<file path="src/rtl/stopwatch_input_ctrl.sv">
// Stopwatch front end: synchronizes/debounces buttons and the adjust switch, then drives the
// pause level, a one-cycle clear pulse, and one-cycle digit-write strobes for adjust mode.
module stopwatch_input_ctrl #(
    parameter int DB_CYCLES = 500000,
    parameter int CNT_W     = 20
) (
    input  logic       clk,
    input  logic       rst,
    input  logic       btn_pause,
    input  logic       btn_rst,
    input  logic       btn_sel,
    input  logic       btn_inc,
    input  logic       sw_adj,
    output logic       paused,
    output logic       rst_out,
    output logic       adj,
    output logic [2:0] adj_sel,
    output logic [3:0] adj_val,
    output logic [2:0] cur_sel
);

    localparam int N_IN   = 5;
    localparam int I_PAUSE = 0;
    localparam int I_CLR   = 1;
    localparam int I_SEL   = 2;
    localparam int I_INC   = 3;
    localparam int I_ADJ   = 4;
    localparam logic [CNT_W-1:0] DB_LAST = CNT_W'(DB_CYCLES - 1);
    localparam logic [CNT_W-1:0] CNT_ONE = CNT_W'(1);

    typedef enum logic {ST_IDLE, ST_SELECT} state_t;

    logic [N_IN-1:0]  w_raw;
    logic [N_IN-1:0]  r_sync1;
    logic [N_IN-1:0]  r_sync2;
    logic [N_IN-1:0]  r_stable;
    logic [N_IN-1:0]  r_prev;
    logic [CNT_W-1:0] r_cnt [N_IN];
    logic [N_IN-1:0]  w_press;
    logic             w_adj_fall;

    state_t     r_state, w_state_nxt;
    logic [2:0] r_sel_idx, w_sel_nxt;
    logic [3:0] r_dig [4];
    logic [3:0] w_dig_nxt [4];
    logic [2:0] r_adj_sel, w_adj_sel_nxt;
    logic [3:0] r_adj_val, w_adj_val_nxt;
    logic       r_paused, w_paused_nxt;
    logic       r_rst_out, w_rst_out_nxt;
    logic [1:0] w_idx;
    logic [3:0] w_cur;
    logic [3:0] w_new;

    assign w_raw = {sw_adj, btn_inc, btn_sel, btn_rst, btn_pause};

    always_ff @(posedge clk or posedge rst) begin
        if (rst) begin
            r_sync1  <= '0;
            r_sync2  <= '0;
            r_stable <= '0;
            r_prev   <= '0;
            for (int i = 0; i < N_IN; i++) r_cnt[i] <= '0;
        end else begin
            r_sync1 <= w_raw;
            r_sync2 <= r_sync1;
            r_prev  <= r_stable;
            for (int i = 0; i < N_IN; i++) begin
                if (r_sync2[i] != r_stable[i]) begin
                    if (r_cnt[i] == DB_LAST) begin
                        r_stable[i] <= r_sync2[i];
                        r_cnt[i]    <= '0;
                    end else begin
                        r_cnt[i] <= r_cnt[i] + CNT_ONE;
                    end
                end else begin
                    r_cnt[i] <= '0;
                end
            end
        end
    end

    assign w_press    = r_stable & ~r_prev;
    assign w_adj_fall = ~r_stable[I_ADJ] & r_prev[I_ADJ];

    // sel_idx is 1-based; digit array index is sel_idx-1
    assign w_idx = 2'(r_sel_idx - 3'd1);
    assign w_cur = r_dig[w_idx];

    function automatic logic [3:0] dig_max(input logic [2:0] sel);
        return (sel == 3'd3) ? 4'd5 : 4'd9;
    endfunction

    always_comb begin
        w_state_nxt   = r_state;
        w_sel_nxt     = r_sel_idx;
        w_dig_nxt     = r_dig;
        w_adj_sel_nxt = '0;
        w_adj_val_nxt = '0;
        w_paused_nxt  = r_paused;
        w_rst_out_nxt = 1'b0;
        w_new         = (w_cur == dig_max(r_sel_idx)) ? 4'd0 : w_cur + 4'd1;

        case (r_state)
            ST_IDLE: begin
                if (w_press[I_ADJ]) begin
                    w_state_nxt = ST_SELECT;
                    w_sel_nxt   = 3'd1;
                end
            end
            ST_SELECT: begin
                if (w_adj_fall) begin
                    w_state_nxt = ST_IDLE;
                    w_sel_nxt   = 3'd0;
                end else if (!w_press[I_CLR]) begin
                    // increment targets the pre-advance selection
                    if (w_press[I_INC]) begin
                        w_dig_nxt[w_idx] = w_new;
                        w_adj_sel_nxt    = r_sel_idx;
                        w_adj_val_nxt    = w_new;
                    end
                    if (w_press[I_SEL])
                        w_sel_nxt = (r_sel_idx == 3'd4) ? 3'd1 : r_sel_idx + 3'd1;
                end
            end
            default: w_state_nxt = ST_IDLE;
        endcase

        if (w_press[I_CLR]) begin
            w_rst_out_nxt = 1'b1;
            w_paused_nxt  = 1'b1;
            for (int i = 0; i < 4; i++) w_dig_nxt[i] = 4'd0;
        end else if (r_stable[I_ADJ]) begin
            w_paused_nxt = 1'b1;
        end else if (w_press[I_PAUSE]) begin
            w_paused_nxt = ~r_paused;
        end
    end

    always_ff @(posedge clk or posedge rst) begin
        if (rst) begin
            r_state   <= ST_IDLE;
            r_sel_idx <= '0;
            for (int i = 0; i < 4; i++) r_dig[i] <= '0;
            r_adj_sel <= '0;
            r_adj_val <= '0;
            r_paused  <= 1'b1;
            r_rst_out <= 1'b0;
        end else begin
            r_state   <= w_state_nxt;
            r_sel_idx <= w_sel_nxt;
            r_dig     <= w_dig_nxt;
            r_adj_sel <= w_adj_sel_nxt;
            r_adj_val <= w_adj_val_nxt;
            r_paused  <= w_paused_nxt;
            r_rst_out <= w_rst_out_nxt;
        end
    end

    assign paused  = r_paused;
    assign rst_out = r_rst_out;
    assign adj     = r_stable[I_ADJ];
    assign adj_sel = r_adj_sel;
    assign adj_val = r_adj_val;
    assign cur_sel = (r_state == ST_SELECT) ? r_sel_idx : 3'd0;

endmodule

</file>
<file path="config.mk">
export PLATFORM = sky130hd
export DESIGN_NAME = stopwatch_input_ctrl
export DESIGN_NICKNAME = d
export VERILOG_FILES = /design/src/rtl/stopwatch_input_ctrl.sv
export SDC_FILE = /design/constraint.sdc
export NUM_CORES = 1
export LEC_CHECK = 0
export ABC_AREA = 0
export CAP_MARGIN = 20
export CORE_ASPECT_RATIO = 1.2
export CORE_UTILIZATION = 40
export DETAILED_ROUTE_END_ITERATION = 8
export PLACE_DENSITY = 0.6
export SYNTH_ARGS = -nofsm -noshare
export SYNTH_HDL_FRONTEND = slang
export SYNTH_SLANG_ARGS = --single-unit
export TNS_END_PERCENT = 1
</file>
<file path="constraint.sdc">
create_clock -name clk -period 7.22 [get_ports clk]
set_input_delay 1.444 -clock clk [delete_from_list [all_inputs] [get_ports clk]]
set_output_delay 1.444 -clock clk [all_outputs]
set_load 0.01 [all_outputs]
</file>
==> results.md, run 1 <==
* Worst setup startpoint: r_sel_idx[0]
* Post-DRT Antenna Nets at 0
* TritonRoute pass-1 iters at 4
* Fin. Hold Viols at 0
* Largest family of logic cells by synthesized area: simple AND/OR/NAND/NOR gates
* Post-Place Setup Slack at 3.81 ns
* Core area at 16,900 µm²
* Pwr dens at 226 nW/µm²
* First-pass GRT wire length at 22.5 mm
* IO Port Bufs at 19
* Met3 Usage GRT at 3.67%
* Clk pwr share at 50.1%
* Reg-to-reg critical path startpoint: r_sel_idx[0]
* Vias in the first global route at 4,815
* Final Max Slew Viols at 0
* Total negative slack at 0 ns
* Sequential area share after synthesis at 53.8%
* Max cap viols at 0
* Final worst slack at 4.03 ns
* Drt drc at 0
* Drt first-iter violations at 320
* Most common cell after layout, fill and taps aside: dfrtp_1
* Finished Cell Area at 7930 µm²
* Setup Fix Bufs, Post-CTS at 0
* Hold Buf Count CTS at 0
* Setup Skew at 0.0126 ns
* Clk sinks at 149
* Worst slew pin tran at 0.839 ns
* Via-per-instance ratio at 5.13
* Antenna violations before repair at 0
* Final min period at 3.19 ns
* RSZ-0062 raised after global routing: false
* Synth Area in Compound Gates at 3.65%
* Pleak at 3.33 nW
* Crit path capture: cur_sel[0]
* Logic pwr share at 2.4%
* Starting density of the core at 40.9%
* Critical Path Sink Type: output pin
* Synth Register Bits at 149
* Sequential group share of total power at 47.6%
* Reg2Reg Depth at 10
* R2R Path End: r_dig[10]
* Critical Path AT at 1.75 ns
* Grt total ovfl at 0
* Cell-internal power at 1.41 mW
* Simple-gate share of the synthesized area at 23.6%
* Mapped Cells at 676
* Post-synth EDFFs at 0
* Die width at 122 µm
* Area post-placement at 7330 µm²
* Mux cell area share after synthesis at 2.17%
* Most used routing layer: met2
* Worst-Skew Late Latency at 0.42 ns
* Final setup vio count at 0
* Nets@finish at 720
* Layout fillers at 1,560
* Unique masters post-synth at 42
* Switching portion of total power at 21.3%
* Root buffer cell: clkbuf_16
* Met1 Usage GRT at 20.1%
* Cts bufs inserted at 17
* Share of layout cells above drive strength 1 at 7.30%
* Die Y at 146 µm
* Avg Synthesized Cell Area at 10.2 µm²
* Synthesis-to-finish area growth at 14.5%
* Status: finished, final reports clean
* CTS tree: done
* Critical path startpoint category: flip-flop
* Crit path required time at 5.78 ns
* Multi-input logic area at 3030 µm²
* Max transition margin at 43.5%
* Most frequent cells in the layout: 148 x dfrtp_1, 129 x nor2_1, 54 x xnor2_1, 50 x nand3_1, 41 x nand2_1
* Post-Synth Adder-Cell Area at 2.53%
* Post-Synth XOR/XNOR Area at 11.9%
* Reg2reg setup slack at 4.06 ns
* Clk buf depth at 2
* Register Area at 3730 µm²
* M2 GR Usage at 25.8%
* DP HPWL at 8.51 mm
* Post_cts resized at 0
* Htree depth at 4
* # rows at 52
* Syn nets at 697
* Final Wtd Congestion at 0.791
* IO Pins at 20
* Asr flop ratio synth at 100%
* Switching pwr at 0.382 mW
* Hold Path Class: flip-flop to flip-flop
* Crit Path Category: flip-flop to output pin
* # diodes at 0
* Die ar. at 17,800 µm²
* Period utilization at 44.2%
* GRT Total Usage at 15.8%
* Max IR drop VDD at 160 µV
* Top FF cell, synth: dfrtp_1
* Critical Path Fanout Max at 12
* Largest net degree at the start of global routing at 83
* Mapped cell area at 6930 µm²
* Routed WL at 12.7 mm
* Clock Pin Slew Worst Setup and Hold Paths at 0.06 ns
* Achievable Freq at 0.313 GHz
* Ys Warns at 0
* Via count at 4,765
* Per-cell routed wire length at 13.7 µm
[through the flow]
step / instances / hold WS [ns] / total power, mW / utilization [%]
floorplan: 676 / 0.331 / 0.899 / -
global placement: 896 / 0.335 / 0.911 / 43.3
detailed placement: 896 / 0.336 / 0.913 / 43.3
CTS: 928 / 0.347 / 1.82 / 46.9
global route: 928 / 0.360 / 1.86 / 46.9
finish: 928 / 0.346 / 1.79 / 46.9
[power groups by stage]
stage | Combinational [mW] | Clock [mW] | Sequential [mW]
2_1_floorplan | 0.0328 | 0 | 0.866
3_3_place_gp | 0.0432 | 0 | 0.867
3_5_place_dp | 0.0446 | 0 | 0.868
4_1_cts | 0.0449 | 0.922 | 0.853
5_1_grt | 0.0512 | 0.955 | 0.854
6_report | 0.0425 | 0.897 | 0.853
[cells by family (layout without fill, tap and decap cells)]
kind of cell / after synthesis / in the layout
muxes: 9 / 9
and+or+nand+nor: 330 / 330
DFF: 149 / 149
buffers and inverters: 40 / 76
xor gates and xnor gates: 94 / 94
AOI/OAI and AO/OA: 40 / 40
adders and majority gates: 14 / 14
[worst min path at each step]
| stage | start | to | slack, ns | cells past startpoint |
|---|---|---|---|---|
| after CTS | r_sync1[2] | r_sync2[2] | 0.35 | 0 |
| final | r_sync1[2] | r_sync2[2] | 0.35 | 0 |
| after detailed placement | r_sync1[3] | r_sync2[3] | 0.34 | 0 |
| after global placement | r_sync1[0] | r_sync2[0] | 0.33 | 0 |
| after floorplan | r_sync1[0] | r_sync2[0] | 0.33 | 0 |
| after global routing | r_sync1[4] | r_sync2[4] | 0.36 | 0 |
[layer usage]
layer | up-vias | routed length (µm)
met4 | 0 | 168
met5 | - | 0
met1 | 2330 | 5790
met3 | 18 | 321
li1 | 2347 | -
met2 | 70 | 6420
[synthesized netlist by cell type (all sizes together) (2+ instances only)]
| cell | n | share of area (%) |
|---|---|---|
| a31oi | 2 | 0.18 |
| clkbuf | 13 | 0.70 |
| and3 | 13 | 1.2 |
| xor2 | 40 | 5.1 |
| nor4b | 3 | 0.38 |
| xnor2 | 54 | 6.8 |
| and2 | 6 | 0.54 |
| or2 | 5 | 0.45 |
| nand2b | 5 | 0.45 |
| nand4bb | 2 | 0.33 |
| dfrtp | 148 | 53 |
| or3 | 5 | 0.52 |
| mux4 | 4 | 1.4 |
| mux2 | 5 | 0.81 |
| o21ai | 9 | 0.87 |
| inv | 24 | 1.3 |
| a311oi | 4 | 0.51 |
| a21oi | 19 | 1.4 |
| nand3 | 50 | 3.6 |
| nor3b | 3 | 0.33 |
| nor4 | 19 | 1.9 |
| nor3 | 15 | 1.1 |
| nand4 | 20 | 1.8 |
| nor2 | 129 | 7.0 |
| ha | 14 | 2.5 |
| and4 | 9 | 1.1 |
| buf | 3 | 0.34 |
| o41ai | 4 | 0.51 |
| nand3b | 2 | 0.22 |
| nand2 | 41 | 2.2 |
[layout make-up]
| class | count | area share (%) |
|---|---|---|
| clock buffers | 21 | 5.68 |
| clock inverters | 11 | 1.89 |
| inverters | 24 | 1.20 |
| multi-input cells | 487 | 38.3 |
| flip-flops and latches | 149 | 47.0 |
| well taps | 216 | 3.41 |
| repair buffers | 20 | 2.49 |
[sequential cells by signal, indices dropped and copies added, names as in the netlist, 3 cells and up]
signal / flops
r_stable: 5
adj_sel: 3
r_cnt: 100
r_prev: 5
r_sync2: 5
r_sel_idx: 3
r_sync1: 5
r_dig: 16
adj_val: 4
[critical path, stage by stage, from the launching register on]
cell             delay, ns
dfrtp_1               0.62
and2_1                0.19
clkdlybuf4s50_1       0.53
No activity file was read; power rests on OpenSTA's default activity.
==> run 2: changes to the inputs <==
Clock period 7.22 ns to 3 ns, I/O delays scaled along.
==> run 2 against run 1 <==
  * Power increased to 2.6 times the previous value
  * Sequential share of layout area fell by 1.1 points
  * Routed wire length rose by 1.8%
  * Clock power grew to 2.9 times the previous value
  * Clock skew shrank 0.0055 ns
  * Flip-flop and latch count is the same
  * Critical path type is now flip-flop to flip-flop
  * Largest cell class unchanged
==> results.md, run 2 (synthesized netlist as in run 1, its figures left out) <==
* Status: finished, final reports clean
* Core area at 16,900 µm² (unchanged)
* Pwr dens at 581 nW/µm² (+160%)
* Final min period at 2.81 ns
* Die ar. at 17,800 µm² (unchanged)
* Cts bufs inserted at 17 (unchanged)
* Hold path start: r_sync1[4]
* Largest registers: r_cnt: 100 flops, r_dig: 16 flops
* Post-Place Setup Slack at 0.0700 ns (-3.74 ns)
* Per-cell routed wire length at 13.8 µm (+1.0%)
* Drt drc at 0 (unchanged)
* Worst setup startpoint: r_sel_idx[1]
* Setup Skew at 0.00712 ns (-0.00552 ns)
* Reg with most FFs: r_cnt
* Period utilization at 93.6%
* Max reg flops at 100 (unchanged)
* Die width at 122 µm (unchanged)
* Vias in the first global route at 4,870 (+1.1%)
* Most common cell after layout, fill and taps aside: dfrtp_1
* # diodes at 0 (unchanged)
* Crit path required time at 3.34 ns (-2.44 ns)
* CP max-delay cell: mux4_2
* Final setup vio count at 0 (unchanged)
* Grt total ovfl at 0 (unchanged)
* Via count at 4,830 (+1.4%)
* Starting density of the core at 40.9% (unchanged)
* Fin. Hold Viols at 0 (unchanged)
* Critical Path Sink Type: flip-flop
* Routed WL at 12.9 mm (+1.8%)
* Final worst slack at 0.192 ns (-3.83 ns)
* Pleak at 3.43 nW (+3.3%)
* Worst-Skew Late Latency at 0.43 ns (about the same)
* Post-Route Utilization at 48.0% (+1.2 points)
* Largest net degree at the start of global routing at 37 (-55%)
* Reg-to-reg critical path startpoint: r_sel_idx[1]
* Root buffer cell: clkbuf_16
* Max transition margin at 38.9% (-4.7 points)
* Critical-path cell list: inv_1 -> ha_2 -> mux4_2 -> ha_1 -> nand2b_1 -> a21oi_1 -> nor4_4 -> nand3_1 -> a21oi_1
* Clk sinks at 149 (unchanged)
* WP buf/inv at 1 (unchanged)
* Final Power at 4.72 mW (+160%)
* Hold Buf Count CTS at 0 (unchanged)
* Post_cts resized at 0 (unchanged)
* Post-DRT Antenna Nets at 0 (unchanged)
* Critical Path AT at 3.15 ns (+1.40 ns)
* Slowest stage delay, CP at 0.61 ns (about the same)
* Synthesis-to-finish area growth at 17.3%
* Nets@finish at 727 (+0.97%)
* Final Wtd Congestion at 0.794 (+0.33%)
* Hold Path Class: flip-flop to flip-flop
* First-pass GRT wire length at 22.7 mm (+0.89%)
* RSZ-0062 raised after global routing: false
* Worst slew pin tran at 0.908 ns (+0.0694 ns)
* IO Port Bufs at 19 (unchanged)
* Share of layout cells above drive strength 1 at 8.76% (+1.5 points)
* Setup Fix Bufs, Post-CTS at 0 (unchanged)
* Most used cell, CP: a21oi_1
* Antenna violations before repair at 0 (unchanged)
* # rows at 52 (unchanged)
* Crit Path Category: flip-flop to flip-flop
* GRT Total Usage at 16.1% (+0.26 points)
* Max cap viols at 0 (unchanged)
* Achievable Freq at 0.356 GHz
* Via-per-instance ratio at 5.17 (+0.61%)
* Total negative slack at 0 ns (unchanged)
* Delay-heaviest family, CP: adder cells
* Critical Path Fanout Max at 6 (-6)
* DP HPWL at 8.76 mm (+3.0%)
* Max IR drop VDD at 392 µV (+140%)
* Final Max Slew Viols at 0 (unchanged)
* IO Pins at 20 (unchanged)
* Clock Pin Slew Worst Setup and Hold Paths at 0.06 ns (about the same)
* Htree depth at 4 (unchanged)
* Die Y at 146 µm (unchanged)
* Drt first-iter violations at 314 (-1.9%)
* Critical path startpoint category: flip-flop
* TritonRoute pass-1 iters at 4 (unchanged)
* Clk buf depth at 2 (unchanged)
* Most frequent cells in the layout: 148 x dfrtp_1, 129 x nor2_1, 54 x xnor2_1, 50 x nand3_1, 41 x nand2_1
* CTS tree: done
run 2: changes by cell type in the layout (fill, tap and decap cells not counted), sizes merged:
cell	change
clkinvlp	-4
bufinv	+4
inv	-3
clkbuf	+3
buf	+7
run 2: area by class of cell:
| cell class | count | area [µm²] |
|---|---|---|
| Fill cell | 1538 | 8790 |
| Inverter | 24 | 93.8 |
| Clock inverter | 8 | 215 |
| Timing Repair Buffer | 27 | 275 |
| Multi-Input combinational cell | 487 | 3040 |
| Tap cell | 216 | 270 |
| Clock buffer | 24 | 502 |
| Sequential cell | 149 | 3730 |
run 2: routing by layer:
metal | vias to the layer above | wire, µm | GRT usage [%]
li1 | 2369 | - | -
met1 | 2358 | 5900 | 20.1
met2 | 81 | 6390 | 26.1
met5 | - | 0 | 0
met3 | 22 | 367 | 4.02
met4 | 0 | 267 | 7.32
run 2: final timing paths:
check | endpoint | slack [ns] | cells after the start
max reg2reg | r_dig[3] | 0.19 | 9
min | r_sync2[4] | 0.35 | 0
max in group asynchronous | r_cnt[22] | 1.72 | 3
min reg2reg | r_sync2[4] | 0.35 | 0
max | r_dig[3] | 0.19 | 9
min in group asynchronous | r_sync2[4] | 0.56 | 2
run 2: where the power goes:
group | switching (mW) | leakage, nW | internal (mW)
Combinational | 0.0756 | 1.04 | 0.0351
Sequential | 0.0191 | 2.04 | 2.03
Clock | 0.804 | 0.351 | 1.75
Total | 0.899 | 3.43 | 3.82
run 2: stage by stage:
step           instances  hold WS [ns]  area, µm²
2_1_floorplan        676         0.331       6930
6_report             935         0.349       8120
3_3_place_gp         903         0.335       7400
5_1_grt              935         0.350       8120
3_5_place_dp         903         0.336       7400
4_1_cts              935         0.349       8120
==> run 3: changes to the inputs <==
Settings changed: CORE_MARGIN set to 5, CORE_UTILIZATION 40 to 60, PLACE_DENSITY 0.6 to 0.82.
==> run 3 against run 2 <==
  * Die area shrank 23%
  * Critical path type unchanged
  * Global-route usage grew 4.1 points
  * Largest power group is now sequential cells
  * Register-to-register slack gained 0.03 ns
  * Sequential share of layout area grew 1.8 points
==> results.md, run 3 (synthesized netlist as in run 1, its figures left out) <==
* R2R Path End: r_dig[2]
* Grt total ovfl at 0 (unchanged)
* Worst-Skew Late Latency at 0.42 ns (about the same)
* TritonRoute pass-1 iters at 4 (unchanged)
* Via-per-instance ratio at 5.61 (+8.5%)
* Max cap viols at 0 (unchanged)
* Final Max Slew Viols at 0 (unchanged)
* Die ar. at 13,800 µm² (-23%)
* Max IR drop VDD at 472 µV (+20%)
* Antenna violations before repair at 0 (unchanged)
* Synthesis-to-finish area growth at 12.8%
* Hold Path Sink: r_sync2[0]
* Post_cts resized at 0 (unchanged)
* Critical path startpoint category: flip-flop
* Crit Path Category: flip-flop to flip-flop
* # rows at 43 (-17%)
* Die Y at 128 µm (-13%)
* First-pass GRT wire length at 22.3 mm (-1.7%)
* Final Power at 4.05 mW (-14%)
* Via count at 4,878 (+0.99%)
* IO Port Bufs at 19 (unchanged)
* Max transition margin at 46.9% (+8.0 points)
* Fin cells at 870 (-7.0%)
* Worst slew pin tran at 0.797 ns (-0.112 ns)
* Final setup vio count at 0 (unchanged)
* Post-DRT Antenna Nets at 0 (unchanged)
* GRT Total Usage at 20.1% (+4.1 points)
* Setup Fix Bufs, Post-CTS at 0 (unchanged)
* Crit path required time at 3.25 ns (-0.09 ns)
* Per-cell routed wire length at 14.5 µm (+4.9%)
* Hold Buf Count CTS at 0 (unchanged)
* Post-Route Utilization at 68.2% (+20 points)
* Cts bufs inserted at 17 (unchanged)
* Htree depth at 4 (unchanged)
* Reg-to-reg critical path startpoint: r_sel_idx[1]
* Period utilization at 92.7% (-0.96 points)
* Setup Skew at 0.00765 ns (+0.000528 ns)
* Critical Path Sink Type: flip-flop
* Reg2Reg Depth at 10 (+1)
* Vias in the first global route at 5,016 (+3.0%)
* Delay-heaviest family, CP: adder cells
* Routed WL at 12.6 mm (-2.4%)
* Reg2reg setup slack at 0.22 ns (+0.03 ns)
* Slowest stage delay, CP at 0.64 ns (+0.03 ns)
* Total negative slack at 0 ns (unchanged)
* Clk sinks at 149 (unchanged)
* Reg with most FFs: r_cnt
* Layout fillers at 832 (-46%)
* Clk buf depth at 2 (unchanged)
* # diodes at 0 (unchanged)
* WP buf/inv at 2 (+1)
* Largest registers: r_cnt: 100 flops, r_dig: 16 flops
* Register Area at 3730 µm² (unchanged)
* Final Wtd Congestion at 0.827 (+4.2%)
* Fin. Hold Viols at 0 (unchanged)
* Fin Hold WS at 0.346 ns (-0.00237 ns)
* Nets@finish at 722 (-0.69%)
* CTS tree: done
* Drt drc at 0 (unchanged)
* Root buffer cell: clkbuf_16
* Critical Path AT at 3.03 ns (-0.12 ns)
* DP HPWL at 8.46 mm (-3.4%)
* Most common cell after layout, fill and taps aside: dfrtp_1
* Most frequent cells in the layout: 148 x dfrtp_1, 129 x nor2_1, 54 x xnor2_1, 50 x nand3_1, 41 x nand2_1
* Drt first-iter violations at 307 (-2.2%)
* Critical-path cell list: inv_1 -> ha_2 -> mux4_1 -> inv_1 -> ha_1 -> nand2_1 -> nor2_1 -> nor2_1 -> a21oi_2 -> a311oi_1
* Hold path start: r_sync1[0]
* IO Pins at 20 (unchanged)
* Status: finished, final reports clean
* Largest net degree at the start of global routing at 150 (+310%)
* Worst setup startpoint: r_sel_idx[1]
* Hold Path Class: flip-flop to flip-flop
* Achievable Freq at 0.360 GHz (+1.0%)
* Final min period at 2.78 ns (-0.0287 ns)
* Hold path depth at 0 (unchanged)
* Clock Pin Slew Worst Setup and Hold Paths at 0.06 ns (about the same)
* Critical path depth at 10 (+1)
* CP max-delay cell: mux4_1
* Core area at 11,500 µm² (-32%)
* Critical Path Fanout Max at 6 (unchanged)
* Starting density of the core at 60.4% (+19 points)
* Inst Count DP at 839 (-7.1%)
* Die width at 108 µm (-11%)
* Multi-input logic area at 3040 µm² (+0.12%)
* Max reg flops at 100 (unchanged)
* Share of layout cells above drive strength 1 at 7.71% (-1.0 points)
* RSZ-0062 raised after global routing: false
* Pleak at 3.31 nW (-3.7%)
* Pwr dens at 518 nW/µm² (-11%)
run 3: power breakdown:
group          internal [mW]  switching, mW  total (mW)
registers               2.03         0.0199        2.05
logic                 0.0299         0.0741       0.104
clock network           1.11          0.776        1.89
run 3: cell type report:
class / count / area share [%]
inverter: 24 / 1.20
clock inverter: 8 / 0.672
sequential: 149 / 47.7
clock buffer: 23 / 6.11
multi-input combinational: 487 / 38.9
tap: 157 / 2.51
timing repair buffer: 22 / 2.88
run 3: layer usage:
metal	vias to the layer above	track usage, %	wire (µm)
met3	24	5.94	480
met4	0	7.80	232
met1	2397	24.5	5420
li1	2359	-	-
met2	98	33.8	6490
met5	-	0	0
run 3: how the worst max path moves through the flow:
stage	to	slack, ns
after global routing	r_dig[2]	0.03
final	r_dig[2]	0.22
after CTS	r_dig[2]	0.13
after floorplan	r_dig[10]	0.37
after detailed placement	r_dig[6]	0.13
after global placement	r_dig[6]	0.33
run 3: metrics by stage:
| stage | setup WS, ns | instance area [µm²] |
|---|---|---|
| floorplan | 0.374 | 6930 |
| global placement | 0.334 | 7280 |
| detailed placement | 0.131 | 7280 |
| CTS | 0.128 | 7810 |
| global route | 0.0332 | 7820 |
| finish | 0.220 | 7820 |
